==> config.mk <==
export PLATFORM = sky130hd
export DESIGN_NAME = pc_sequencer
export DESIGN_NICKNAME = d
export VERILOG_FILES = /design/src/rtl/pc_sequencer.sv
export SDC_FILE = /design/constraint.sdc
export NUM_CORES = 1
export LEC_CHECK = 0
export BUFFER_PORTS_ARGS = -buffer_cell sky130_fd_sc_hd__buf_2
export CAP_MARGIN = 5
export CORE_ASPECT_RATIO = 0.8
export CORE_UTILIZATION = 49
export DETAILED_ROUTE_END_ITERATION = 10
export PLACE_DENSITY = 0.77
export SYNTH_ARGS = -nofsm -noshare
export SYNTH_HDL_FRONTEND = slang
export SYNTH_SLANG_ARGS = --single-unit
export TNS_END_PERCENT = 10
==> constraint.sdc <==
create_clock -name i_clock -period 1.9 [get_ports i_clock]
set_clock_uncertainty 0.05 [all_clocks]
set_input_delay 0.19 -clock i_clock [delete_from_list [all_inputs] [get_ports i_clock]]
set_output_delay 0.19 -clock i_clock [all_outputs]
set_load 0.1 [all_outputs]
==> src/rtl/pc_sequencer.sv <==
// Program-counter sequencer: advances the PC and stalls it while a multiply or divide is
// started, awaited (with a timeout) and written back.
module pc_sequencer (
   input  logic        i_clock,
   input  logic        i_reset,
   input  logic [11:0] i_next_pc,
   input  logic        i_is_mult,
   input  logic        i_is_div,
   input  logic        i_md_ready,
   input  logic        i_md_exception,
   input  logic        i_ext_stall,
   output logic [11:0] o_pc,
   output logic        o_ctrl_mult,
   output logic        o_ctrl_div,
   output logic        o_md_wb,
   output logic        o_md_exc,
   output logic        o_md_timeout,
   output logic        o_busy
);

   typedef enum logic [1:0] {StRun, StStart, StWait, StDone} state_e;

   localparam logic [5:0] TimeoutLast = 6'd39;

   state_e      r_state;
   logic [11:0] r_pc;
   logic [5:0]  r_cnt;
   logic        r_op_mult;
   logic        r_exc_flag;
   logic        r_md_wb;
   logic        r_md_exc;
   logic        r_md_timeout;

   always_ff @(posedge i_clock) begin
      if (i_reset) begin
         r_state      <= StRun;
         r_pc         <= 12'h000;
         r_cnt        <= 6'd0;
         r_op_mult    <= 1'b0;
         r_exc_flag   <= 1'b0;
         r_md_wb      <= 1'b0;
         r_md_exc     <= 1'b0;
         r_md_timeout <= 1'b0;
      end else begin
         r_md_wb      <= 1'b0;
         r_md_exc     <= 1'b0;
         r_md_timeout <= 1'b0;
         unique case (r_state)
            StRun: begin
               if (!i_ext_stall) begin
                  if (i_is_mult || i_is_div) begin
                     // Multiply wins when both are flagged.
                     r_op_mult <= i_is_mult;
                     r_state   <= StStart;
                  end else begin
                     r_pc <= i_next_pc;
                  end
               end
            end
            StStart: begin
               r_cnt   <= 6'd0;
               r_state <= StWait;
            end
            StWait: begin
               if (i_md_ready) begin
                  r_exc_flag <= i_md_exception;
                  r_state    <= StDone;
               end else if (r_cnt == TimeoutLast) begin
                  r_md_timeout <= 1'b1;
                  r_pc         <= i_next_pc;
                  r_state      <= StRun;
               end else begin
                  r_cnt <= r_cnt + 6'd1;
               end
            end
            StDone: begin
               if (!i_ext_stall) begin
                  r_md_wb  <= 1'b1;
                  r_md_exc <= r_exc_flag;
                  r_pc     <= i_next_pc;
                  r_state  <= StRun;
               end
            end
            default: r_state <= StRun;
         endcase
      end
   end

   // Pulses and busy come only from registers, never straight from inputs.
   assign o_pc         = r_pc;
   assign o_ctrl_mult  = (r_state == StStart) && r_op_mult;
   assign o_ctrl_div   = (r_state == StStart) && !r_op_mult;
   assign o_md_wb      = r_md_wb;
   assign o_md_exc     = r_md_exc;
   assign o_md_timeout = r_md_timeout;
   assign o_busy       = (r_state != StRun);

endmodule

==> impl_metrics.json <==
{
  "tightest_slew_ns": 0.492,
  "synth_flop_cell": "dfxtp_1",
  "power.leakage_uw": 0.000632,
  "numCtsBuffers": 3,
  "nFillCells": 194,
  "syn_avg_cell_area_sq_um": 8.88,
  "clk_pin_slew_worst_paths_ns": 0.13,
  "cts-root-buf": "clkbuf_4",
  "nNetsFinal": 194,
  "rows": 15,
  "status": "complete, no violations",
  "cts_buffer_depth": 2,
  "die_area_sq_um": 2570,
  "p_comb_share_pct": 54.3,
  "gr-total-overflow": 0,
  "start_util_pct": 53.0,
  "required_ns": 1.66,
  "fp.dieH_um": 45.6,
  "ioPinCount": 37,
  "grt_pass1_vias": 912,
  "avgViaCountPerCell": 5.24,
  "ir_worst_vdd_v": 0.000828,
  "tns_ns": 0,
  "ctsHtreeMaxLevel": 1,
  "diodes": 0,
  "rsz0062_at_grt": "false",
  "path_max_fanout": 5,
  "ys_types": 32,
  "p_sw_share_pct": 51.6,
  "drc": 0,
  "synthesis.nets": 155,
  "timing.final.ws_setup_ns": 0.0873,
  "cap_viol_max_count": 0,
  "netlist_instances": 131,
  "dpl_cell_area_sq_um": 1390,
  "cts_tree": "built",
  "drive_gt1_share_pct": 30.8,
  "hold_violations": 0,
  "dp_hpwl_um": 1860,
  "slew_headroom_pct": 67.4,
  "grt_max_degree": 27,
  "fmax_mhz": 552,
  "ys_ff_latch": 25,
  "power_frac_seq_pct": 33.7,
  "clockPowerShare_pct": 12.0,
  "dp_slack_ns": 0.0955,
  "clkSinkCount": 25,
  "antenna_found_initial": 0,
  "ant_nets": 0,
  "fin_crit_sh_pct": 95.4,
  "first_pass_iters": 4,
  "critical_path_class": "reg2out",
  "place.gp.congestion": 0.868,
  "synthArstFlopShare_pct": 0,
  "holdWs_ns": 0.0364,
  "die_width_um": 56.5,
  "worstPathArrival_ns": 1.57,
  "synth_edf_count": 0,
  "ys_warn_count": 0,
  "hold_path.class": "in2reg",
  "wl_per_cell_um": 12.0,
  "drt_iter0_markers": 20,
  "areaGrowthSynthToFinish_pct": 22.5,
  "core_area_sq_um": 2200,
  "end_kind": "primary output",
  "synth_seq_area_share_pct": 43.0,
  "startpoint_type": "flop",
  "grt_pass1_wl_um": 3670,
  "power.density_nw_per_um2": 1340,
  "slew_violations": 0,
  "clock_latency_ns": 0.31,
  "switching_power_uw": 986,
  "grt_usage_pct": 19.0,
  "intPower_uw": 924,
  "num_vias": 1017,
  "design_area_sq_um": 1430,
  "period_needed_ns": 1.81,
  "synth_area_sq_um": 1160,
  "postRouteWirelength_um": 2320,
  "numPortBuffers": 36,
  "finalSetupViolCount": 0
}
==> cell families after synthesis <==
kind of cell / Yosys count / synth area share [%]
DFF: 25 / 43.0
and+or+nand+nor: 62 / 24.7
AOI/OAI and AO/OA: 16 / 10.9
muxes: 15 / 13.1
buffers and inverters: 8 / 2.90
adders and majority gates: 5 / 5.38
==> flip-flops by register name, indices dropped and copies added, names as in the netlist <==
signal	cells
o_md_exc	1
o_md_timeout	1
o_md_wb	1
o_pc	12
r_cnt	6
r_exc_flag	1
r_op_mult	1
r_state	2
==> area by class of cell <==
class | count | area, sq um | area share, %
multi-input combinational | 98 | 639 | 44.9
sequential | 25 | 500 | 35.1
timing repair buffer | 38 | 208 | 14.6
tap | 25 | 31.3 | 2.19
clock buffer | 3 | 22.5 | 1.58
inverter | 4 | 18.8 | 1.32
clock inverter | 1 | 5.00 | 0.351
==> critical path: stages, from the launching register on <==
cell and delay [ns]:
dfxtp_1 0.43, inv_1 0.09, ha_1 0.23, clkinvlp_4 0.10, buf_2 0.42
==> timing repair <==
item | CTS | global route
gates resized for setup | 0 | 1
buffers inserted | 0 | 0
hold buffers | 0 | 0
setup endpoints to repair | 0 | 2
==> cell usage after synthesis (2+ instances only) <==
| library cell | n | area share (%) |
|---|---|---|
| a21oi_1 | 5 | 2.2 |
| and2_1 | 3 | 1.6 |
| clkbuf_1 | 3 | 0.97 |
| dfxtp_1 | 25 | 43 |
| ha_1 | 5 | 5.4 |
| inv_1 | 3 | 0.97 |
| mux2_2 | 2 | 1.9 |
| mux2i_1 | 13 | 11 |
| nand2_1 | 36 | 12 |
| nand2b_1 | 3 | 1.6 |
| nand3_1 | 3 | 1.3 |
| nand4_1 | 2 | 1.1 |
| nor2_1 | 5 | 1.6 |
| nor2b_1 | 3 | 1.6 |
| o21ai_0 | 2 | 0.86 |
| or4_1 | 2 | 1.3 |
==> per-layer routing <==
metal	share of wire [%]	track usage (%)	vias up
met5	0	0	-
met4	0.60	4.39	0
met3	4.3	6.25	2
met2	52	37.4	19
met1	43	20.0	470
li1	-	-	526
==> per-stage QoR <==
stage | utilization [%] | power (uW) | std cells
floorplan | - | 1510 | 131
CTS | 64.6 | 1930 | 194
finish | 64.9 | 1910 | 194
global route | 64.9 | 2000 | 194
global placement | 63.3 | 1680 | 190
detailed placement | 63.3 | 1700 | 190
==> path summary, 6_finish.rpt <==
kind / startpoint / to / slack, ns / cells past startpoint
worst min register to register: r_exc_flag / r_exc_flag / 0.42 / 2
worst max register to register: r_state[0] / r_state[1] / 0.15 / 6
worst max-delay path: r_state[1] / o_busy / 0.09 / 4
worst min-delay path: i_ext_stall / o_md_wb / 0.04 / 2
==> power groups by stage <==
stage,sequential (uW),combinational [uW],clock (uW)
after floorplan,1080,434,0
final,644,1040,230
after global placement,650,1030,0
after CTS,645,1040,246
after detailed placement,657,1040,0
after global routing,653,1090,262
==> layout by cell type (no fill, tap or decap), drive strengths merged, types with 2 or more instances in the layout <==
cell type  synthesis  final
or4                2      2
ha                 5      5
nand4              2      2
mux2               2      2
nor2               6      6
mux2i             13     13
buf                1     38
nand3              3      3
and2               4      4
nand2             36     36
clkinv             1      2
nor2b              3      3
clkbuf             3      3
dfxtp             25     25
o21ai              2      2
a21oi              6      6
nand2b             3      3
inv                3      2
Power figures use the tool's default switching activity.
